==> src/rtl/branch_pht_ctrl_if.sv <==
// ---------------------------------------------------------------------------
// branch_pht_ctrl_if
// Bundles the fetch-stage lookup and execute-stage resolution signals of the
// branch pattern history table controller.
//   master : pipeline side (drives lookups/updates, receives predictions)
//   slave  : branch_pht_ctrl side
// Signals:
//   ready_o        table initialised and in service
//   lookup_valid_i fetch lookup request, lookup_pc_i its PC
//   pred_valid_o   registered prediction valid, pred_taken_o its direction
//   update_valid_i branch resolved, update_pc_i/update_taken_i/update_pred_i
//   mispredict_o   registered one-cycle mispredict pulse
// ---------------------------------------------------------------------------
interface branch_pht_ctrl_if #(
  parameter int PC_WIDTH = 64
);
  logic                ready_o;
  logic                lookup_valid_i;
  logic [PC_WIDTH-1:0] lookup_pc_i;
  logic                pred_valid_o;
  logic                pred_taken_o;
  logic                update_valid_i;
  logic [PC_WIDTH-1:0] update_pc_i;
  logic                update_taken_i;
  logic                update_pred_i;
  logic                mispredict_o;

  modport master (
    input  ready_o, pred_valid_o, pred_taken_o, mispredict_o,
    output lookup_valid_i, lookup_pc_i,
    output update_valid_i, update_pc_i, update_taken_i, update_pred_i
  );

  modport slave (
    output ready_o, pred_valid_o, pred_taken_o, mispredict_o,
    input  lookup_valid_i, lookup_pc_i,
    input  update_valid_i, update_pc_i, update_taken_i, update_pred_i
  );
endinterface

==> src/rtl/branch_pht_ctrl.sv <==
// ---------------------------------------------------------------------------
// branch_pht_ctrl
// 2-bit saturating-counter pattern history table for the branch predictor.
// After reset the table is swept to weak-not-taken (INIT), then one lookup
// and one resolution update are accepted every cycle (RUN).
// Ports:
//   clk  core clock
//   rst  synchronous active-high reset (restarts the init sweep)
//   bus  branch_pht_ctrl_if.slave: lookup/prediction, update/mispredict, ready
//   stat_lookups_o / stat_updates_o / stat_mispredicts_o
//        saturating statistics counters, present only when the macro
//        BRANCH_PHT_STATS_EN is defined
// ---------------------------------------------------------------------------
module branch_pht_ctrl #(
  parameter int PHT_DEPTH       = 64,
  parameter int PHT_INDEX_WIDTH = 6,
  parameter int PC_WIDTH        = 64
`ifdef BRANCH_PHT_STATS_EN
  , parameter int STAT_WIDTH    = 32
`endif
) (
  input  logic                   clk,
  input  logic                   rst,
  branch_pht_ctrl_if.slave       bus
`ifdef BRANCH_PHT_STATS_EN
  , output logic [STAT_WIDTH-1:0] stat_lookups_o
  , output logic [STAT_WIDTH-1:0] stat_updates_o
  , output logic [STAT_WIDTH-1:0] stat_mispredicts_o
`endif
);

  // Instructions are 4 bytes; the two lowest PC bits never index the table.
  localparam int INST_BYTE_WIDTH = 4;
  localparam int IDX_LSB         = INST_BYTE_WIDTH / 2;

  typedef enum logic [1:0] {
    ST_STRONG_TAKEN     = 2'b00,
    ST_WEAK_TAKEN       = 2'b01,
    ST_STRONG_NOT_TAKEN = 2'b10,
    ST_WEAK_NOT_TAKEN   = 2'b11
  } bpredictor_state_t;

  typedef enum logic {INIT, RUN} fsm_state_t;

  function automatic bpredictor_state_t counter_next(input bpredictor_state_t cur,
                                                     input logic taken);
    bpredictor_state_t res;
    res = cur;
    unique case (cur)
      ST_STRONG_NOT_TAKEN: res = taken ? ST_WEAK_NOT_TAKEN : ST_STRONG_NOT_TAKEN;
      ST_WEAK_NOT_TAKEN:   res = taken ? ST_WEAK_TAKEN     : ST_STRONG_NOT_TAKEN;
      ST_WEAK_TAKEN:       res = taken ? ST_STRONG_TAKEN   : ST_WEAK_NOT_TAKEN;
      ST_STRONG_TAKEN:     res = taken ? ST_STRONG_TAKEN   : ST_WEAK_TAKEN;
    endcase
    return res;
  endfunction

  fsm_state_t                 state_reg, state_next;
  logic [PHT_INDEX_WIDTH-1:0] sweep_idx_reg, sweep_idx_next;

  bpredictor_state_t          pht_mem [PHT_DEPTH];
  logic                       tbl_we;
  logic [PHT_INDEX_WIDTH-1:0] tbl_waddr;
  bpredictor_state_t          tbl_wdata;

  logic [PC_WIDTH-1:0]        lookup_pc, update_pc;
  logic [PHT_INDEX_WIDTH-1:0] lookup_idx, update_idx;
  bpredictor_state_t          update_cur, update_new, lookup_entry;
  logic                       lookup_accept, update_accept, update_mispredict;

  logic pred_valid_reg, pred_taken_reg, mispredict_reg;

  assign lookup_pc  = bus.lookup_pc_i;
  assign update_pc  = bus.update_pc_i;
  assign lookup_idx = lookup_pc[IDX_LSB +: PHT_INDEX_WIDTH];
  assign update_idx = update_pc[IDX_LSB +: PHT_INDEX_WIDTH];

  // Untagged table: PC bits outside the index field are deliberately ignored.
  logic unused_pc_bits;
  assign unused_pc_bits = ^{lookup_pc[PC_WIDTH-1:IDX_LSB+PHT_INDEX_WIDTH], lookup_pc[IDX_LSB-1:0],
                            update_pc[PC_WIDTH-1:IDX_LSB+PHT_INDEX_WIDTH], update_pc[IDX_LSB-1:0]};

  // Read-modify-write of the resolved entry within the update cycle.
  assign update_cur        = pht_mem[update_idx];
  assign update_new        = counter_next(update_cur, bus.update_taken_i);
  assign update_mispredict = bus.update_taken_i ^ bus.update_pred_i;

  // Write-first bypass: a same-index update in this cycle wins over the array.
  assign lookup_entry = (update_accept && (update_idx == lookup_idx)) ? update_new
                                                                      : pht_mem[lookup_idx];

  always_comb begin
    state_next     = state_reg;
    sweep_idx_next = sweep_idx_reg;
    tbl_we         = 1'b0;
    tbl_waddr      = update_idx;
    tbl_wdata      = update_new;
    lookup_accept  = 1'b0;
    update_accept  = 1'b0;
    unique case (state_reg)
      INIT: begin
        tbl_we         = 1'b1;
        tbl_waddr      = sweep_idx_reg;
        tbl_wdata      = ST_WEAK_NOT_TAKEN;
        sweep_idx_next = sweep_idx_reg + 1'b1;
        if (sweep_idx_reg == PHT_INDEX_WIDTH'(PHT_DEPTH - 1)) begin
          state_next = RUN;
        end
      end
      RUN: begin
        lookup_accept = bus.lookup_valid_i;
        update_accept = bus.update_valid_i;
        tbl_we        = bus.update_valid_i;
      end
    endcase
  end

  always_ff @(posedge clk) begin
    if (rst) begin
      state_reg      <= INIT;
      sweep_idx_reg  <= '0;
      pred_valid_reg <= 1'b0;
      pred_taken_reg <= 1'b0;
      mispredict_reg <= 1'b0;
    end else begin
      state_reg      <= state_next;
      sweep_idx_reg  <= sweep_idx_next;
      pred_valid_reg <= lookup_accept;
      pred_taken_reg <= lookup_accept & ~lookup_entry[1];
      mispredict_reg <= update_accept & update_mispredict;
    end
  end

  // Table storage carries no reset; the INIT sweep establishes its contents.
  always_ff @(posedge clk) begin
    if (tbl_we) begin
      pht_mem[tbl_waddr] <= tbl_wdata;
    end
  end

  assign bus.ready_o      = (state_reg == RUN);
  assign bus.pred_valid_o = pred_valid_reg;
  assign bus.pred_taken_o = pred_taken_reg;
  assign bus.mispredict_o = mispredict_reg;

`ifdef BRANCH_PHT_STATS_EN
  logic [2:0] stat_inc;
  assign stat_inc = {update_accept & update_mispredict, update_accept, lookup_accept};

  for (genvar gi = 0; gi < 3; gi++) begin : g_stat
    logic [STAT_WIDTH-1:0] cnt_reg;
    always_ff @(posedge clk) begin
      if (rst) begin
        cnt_reg <= '0;
      end else if (stat_inc[gi] && (cnt_reg != {STAT_WIDTH{1'b1}})) begin
        cnt_reg <= cnt_reg + STAT_WIDTH'(1);
      end
    end
  end

  assign stat_lookups_o     = g_stat[0].cnt_reg;
  assign stat_updates_o     = g_stat[1].cnt_reg;
  assign stat_mispredicts_o = g_stat[2].cnt_reg;
`endif

endmodule
==> src/flat_wrapper.sv <==
// flat-port wrapper written by rule: the top's interface ports become plain ports
module branch_pht_ctrl_flat 
#(
  parameter int PHT_DEPTH       = 64,
  parameter int PHT_INDEX_WIDTH = 6,
  parameter int PC_WIDTH        = 64

)
  (clk, rst, bus_ready_o, bus_pred_valid_o, bus_pred_taken_o, bus_mispredict_o, bus_lookup_valid_i, bus_lookup_pc_i, bus_update_valid_i, bus_update_pc_i, bus_update_taken_i, bus_update_pred_i);
  branch_pht_ctrl_if #(.PC_WIDTH(PC_WIDTH)) bus_i ();
  input  logic clk;
  input  logic rst;
  output wire logic [$bits(bus_i.ready_o)-1:0] bus_ready_o;
  output wire logic [$bits(bus_i.pred_valid_o)-1:0] bus_pred_valid_o;
  output wire logic [$bits(bus_i.pred_taken_o)-1:0] bus_pred_taken_o;
  output wire logic [$bits(bus_i.mispredict_o)-1:0] bus_mispredict_o;
  input wire logic [$bits(bus_i.lookup_valid_i)-1:0] bus_lookup_valid_i;
  input wire logic [$bits(bus_i.lookup_pc_i)-1:0] bus_lookup_pc_i;
  input wire logic [$bits(bus_i.update_valid_i)-1:0] bus_update_valid_i;
  input wire logic [$bits(bus_i.update_pc_i)-1:0] bus_update_pc_i;
  input wire logic [$bits(bus_i.update_taken_i)-1:0] bus_update_taken_i;
  input wire logic [$bits(bus_i.update_pred_i)-1:0] bus_update_pred_i;
  assign bus_ready_o = bus_i.ready_o;
  assign bus_pred_valid_o = bus_i.pred_valid_o;
  assign bus_pred_taken_o = bus_i.pred_taken_o;
  assign bus_mispredict_o = bus_i.mispredict_o;
  assign bus_i.lookup_valid_i = bus_lookup_valid_i;
  assign bus_i.lookup_pc_i = bus_lookup_pc_i;
  assign bus_i.update_valid_i = bus_update_valid_i;
  assign bus_i.update_pc_i = bus_update_pc_i;
  assign bus_i.update_taken_i = bus_update_taken_i;
  assign bus_i.update_pred_i = bus_update_pred_i;
  branch_pht_ctrl #(.PHT_DEPTH(PHT_DEPTH), .PHT_INDEX_WIDTH(PHT_INDEX_WIDTH), .PC_WIDTH(PC_WIDTH)) u_core (.clk(clk), .rst(rst), .bus(bus_i));
endmodule
==> config.mk <==
export PLATFORM = sky130hd
export DESIGN_NAME = branch_pht_ctrl_flat
export DESIGN_NICKNAME = d
export VERILOG_FILES = /design/src/rtl/branch_pht_ctrl_if.sv /design/src/rtl/branch_pht_ctrl.sv /design/src/flat_wrapper.sv
export SDC_FILE = /design/constraint.sdc
export NUM_CORES = 1
export LEC_CHECK = 0
export CORE_ASPECT_RATIO = 1.25
export CORE_MARGIN = 2
export CORE_UTILIZATION = 45
export CTS_BUF_LIST = sky130_fd_sc_hd__clkbuf_8
export DETAILED_ROUTE_END_ITERATION = 16
export PLACE_DENSITY = 0.72
export SLEW_MARGIN = 20
export SYNTH_ARGS = -nofsm -noshare
export SYNTH_HDL_FRONTEND = slang
export SYNTH_SLANG_ARGS = --single-unit
==> constraint.sdc <==
create_clock -name clk -period 7.8 [get_ports clk]
set_input_delay 1.17 -clock clk [delete_from_list [all_inputs] [get_ports clk]]
set_output_delay 1.17 -clock clk [all_outputs]
set_load 0.005 [all_outputs]
# Word-level counts from Yosys, hierarchy flattened
# Memory sizes are Yosys's and may differ from the RTL's.
# Cells that the tools add are included.
[word_totals]
romBits = 0
latch_bits = 0
input_bits = 134
mem_count = 1
output_inout_bits = 4
ram_bits = 128
register_bits = 10
[memory_table]
columns = ["memory", "words", "width", "read_ports", "rd_ports_with_merged_regs", "wr", "line_no", "source"]
rows = [
  ["u_core.pht_mem", 64, 2, 2, 0, 1, "branch_pht_ctrl.sv:61", "bpredictor_state_t pht_mem [PHT_DEPTH];"],
]
[op_classes]
n_lt_le_gt_ge = 0
n_eq_ne = 5
div_mod_pow = 0
mux = 15
n_addsub = 1
n_bitwise = 5
reduce_logical = 2
shifts = 0
multipliers = 0
[op_table]
columns = ["operator", "n"]
rows = [
  ["$mux 1", 8],
  ["$mux 2", 4],
  ["$pmux 2 s4", 1],
  ["$add 6x1->6 const B", 1],
  ["$eq 6x6->1", 1],
  ["$eq 6x6->1 const B", 1],
  ["$mux 6", 1],
  ["$eq 2x2->1 const B", 2],
  ["$and 1x1->1", 2],
  ["$eq 2x1->1 const B", 1],
  ["$logic_not 2->1", 1],
  ["$not 1->1", 2],
  ["$pmux 1 s2", 1],
  ["$logic_and 1x1->1", 1],
  ["$xor 1x1->1", 1],
]

# Longest topological paths before layout
# An unclocked memory read counts as a cell.
[depth]
word_depth = 6
ltp_mapped = 11
depth_no_buf = 7

# Least setup slack after synthesis
# OpenSTA, ideal clock, no wires.
[synth_timing]
kind = "input-to-reg"
startpoint = "input bus_update_pc_i[2]"
endpoint = "memory u_core.pht_mem[0][1] (netlist name), data pin"
slack_ps = 3779
arrival_ps = 3506
path_stages = 9
t_required_ps = 7285
setup_time_ps = 515
path_cell_list = "buf_6 buf_8 mux4_2 mux4_2 mux2i_1 nand2_1 o31ai_2 mux2i_1 nand2_1"
[synth_between]
elab_chain_cells = 4
[synth_lines]
columns = ["item", "line_no", "source"]
rows = [
  ["from (decl)", "flat_wrapper.sv:20", "input wire logic [$bits(bus_i.update_pc_i)-1:0] bus_update_pc_i;"],
  ["$mem_v2 64x2 (*)", "-", ""],
  ["$eq 2x1->1 (tied with other cells)", "branch_pht_ctrl.sv:49", "unique case (cur)"],
  ["$pmux 2 s4 (*)", "branch_pht_ctrl.sv:49", ""],
  ["$mux 2 (*)", "branch_pht_ctrl.sv:100", "unique case (state_reg)"],
  ["net u_core.tbl_wdata[1]", "branch_pht_ctrl.sv:64", "bpredictor_state_t tbl_wdata;"],
  ["to (decl)", "branch_pht_ctrl.sv:61", ""],
]
# Mark *: on every way through the listed nets, which the timed path passes. The rest lies on a longest branch.

# Worst setup path after layout
[layout_timing]
startpoint = "input bus_update_pc_i[2]"
endpoint = "memory u_core.pht_mem[40][1] (netlist name), data pin"
# Same word-level chain as after synthesis.

==> impl_metrics.tcl <==
set metrics [dict create \
    outcome "completed" \
    die-area_um2 15500 \
    cpMaxStageDelayCell "mux4_2" \
    largest_reg_flops 128 \
    final_cell_mix "edfxtp_1 (128), nor2_1 (78), mux4_2 (45)" \
    holdWs_ps 543 \
    h-tree-depth 4 \
    ys_ff_latch 138 \
    pwr-share-seq 0.535 \
    maxSlewHeadroom 0.236 \
    grt_pass1_wl_mm 22.6 \
    critPathBufInv 3 \
    rows 49 \
    clockBufferDepth 2 \
    core_um2 14300 \
    layout_commonest_cell "edfxtp_1" \
    hold_path_depth 2 \
    synth-simple-area-share 0.0995 \
    synth_top_family_by_area "multiplexers" \
    yosysWarnings 0 \
    drive_gt1_frac 0.189 \
    clock.fmax_mhz 203 \
    critPathLaunchType "input port" \
    grt_max_degree 49 \
    ctsResizeCount 0 \
    syn-instance-count 433 \
    leakage_nw 2.32 \
    arrival_ps 5070 \
    irDropWorstVdd_uv 122 \
    drv_slew 0 \
    crit_required_ps 7940 \
    drc 0 \
    crit_type "in -> reg" \
    clkPwrFrac 0.390 \
    p_sw_frac 0.239 \
    cts_tree "yes" \
    syn_area_um2 6510 \
    maxCapViolCount 0 \
    clk_latency_ps 440 \
    finalPower_mw 1.50 \
    cts-buffers-inserted 17 \
    place_inst 612 \
    antenna_found_initial 0 \
    p_sw_uw 358 \
    antenna_left 0 \
    synth_seq_area_share 0.621 \
    grt.total_usage 0.194 \
    die_w_um 112 \
    clk_pin_slew_ps 80 \
    cp.depth 10 \
    instances_no_fill 644 \
    synthArstFlopShare 0 \
    yosys.area_share.adder 0.00192 \
    max_stage_delay_ps 580 \
    cts_setup_buffers 0 \
    final_util 0.507 \
    num_vias 3849 \
    hold_buffers 0 \
    p_int_mw 1.14 \
    fill_cells 1146 \
    drt_iter0_markers 374 \
    rsz0062_at_grt "no" \
    synth_xor_xnor_area_share 0.0161 \
    finalSetupViolCount 0 \
    hold_violations 0 \
    powerDensity_nw_per_um2 206 \
    period_share 0.632 \
    fin_crit_ps 4930 \
    antenna_cells 0 \
    dp_hpwl_mm 9.60 \
    cts-root-buf "clkbuf_8" \
    synth-edff-count 128 \
    tightest_slew_ps 1140 \
    crit_chain "buf_2 > buf_4 > mux4_2 > mux4_2 > mux2i_1 > nand2_1 > o31ai_2 > mux2i_1 > nand2_1 > buf_4" \
    nets 588 \
    path_max_fanout 40 \
    synth_nets 568 \
    ios 138 \
    die_y_um 138 \
    first_pass_iters 5 \
    post_drt_wl_per_cell_um 22.3 \
    avgSynthCellArea_um2 15.0 \
    grt_pass1_vias 4122 \
    viasPerCell 5.98 \
    fin_skew_ps 9.64 \
    gp_congestion 0.843 \
    cpLargestDelayFamily "multiplexers" \
    start_util 0.456 \
    grt_overflow_total 0 \
    port_buffers 21 \
    synth.area.mux_share 0.209 \
    cts.sinks 138 \
    synth_flop_cell "edfxtp_1" \
    hold_path_class "reg -> reg" \
    synth-compound-area-share 0.0315 \
    r2r_cells 8 \
    crit_path_end_kind "flip-flop" \
    fin_tns_setup_ps 0 \
    p_comb_frac 0.075 \
    yosysUniqueCellTypes 46 \
    area_growth_pct 11.3 \
    finalWirelength_mm 14.3 \
]
==> power by group through the flow <==
stage	Sequential, mW	Clock [mW]	Combinational, mW
6_report	0.800	0.583	0.112
5_1_grt	0.801	0.622	0.119
4_1_cts	0.800	0.593	0.112
3_5_place_dp	0.817	0	0.111
3_3_place_gp	0.817	0	0.111
2_1_floorplan	0.816	0	0.0771
==> final timing paths <==
kind                      startpoint                 endpoint  slack (ps)
max               bus_update_pc_i[2]    u_core.pht_mem[40][1]        2870
min          u_core.sweep_idx_reg[2]  u_core.sweep_idx_reg[2]         540
max reg2reg    u_core.pht_mem[55][0]    u_core.pht_mem[40][1]        4380
min reg2reg  u_core.sweep_idx_reg[2]  u_core.sweep_idx_reg[2]         540
==> routing by layer <==
layer  wire, um  vias to the layer above  part of all wire  global-route usage
li1           -                     1714                 -                   -
met1       5350                     1944              0.37               0.234
met2       7660                      156              0.53               0.335
met3        789                       35             0.055              0.0338
met4        555                        0             0.039               0.101
met5          0                        -                 0                   0
==> tightest hold or removal path, cell delays in order (launching register included) <==
cell and delay (ps):
dfxtp_1 370, xnor2_1 80, nor2_1 70
==> cell families after synthesis <==
logic type / Yosys count
simple gates: 148
xor+xnor: 12
fa+ha+maj: 1
compound gates: 30
flops: 138
mux: 76
buf+inv: 28
==> cell type report <==
class                           instances  area [um^2]  area share
Clock buffer                           17          234      0.0323
Clock inverter                         15          163      0.0224
Inverter                                2         7.51     0.00104
Multi-Input combinational cell        267         2330       0.322
Sequential cell                       138         4040       0.558
Tap cell                              178          223      0.0307
Timing Repair Buffer                   27          245      0.0338
==> synth_stat cells (all sizes together) (2+ instances only) <==
cell type | number | area (um^2)
o22ai | 2 | 12.5
o21a | 3 | 22.5
dfxtp | 10 | 200
xnor2 | 6 | 52.6
inv | 2 | 7.51
o21ai | 9 | 45.0
nand4 | 2 | 12.5
nor3 | 3 | 15.0
buf | 17 | 92.6
clkbuf | 9 | 37.5
mux4 | 47 | 1070
a21oi | 5 | 25.0
mux2 | 2 | 22.5
nand2b | 5 | 31.3
edfxtp | 128 | 3840
nand3 | 10 | 50.1
xor2 | 6 | 52.6
o31ai | 2 | 20.0
nand2 | 34 | 128
nor2 | 78 | 293
nand3b | 3 | 22.5
nor2b | 5 | 31.3
mux2i | 27 | 270
nand4b | 3 | 26.3
==> per-stage QoR <==
step	area, um^2	worst slack [ps]
floorplan	6510	3780
global placement	6850	2110
detailed placement	6850	2380
CTS	7250	2830
global route	7250	2580
finish	7250	2870
(Power assumes the default switching activity.)
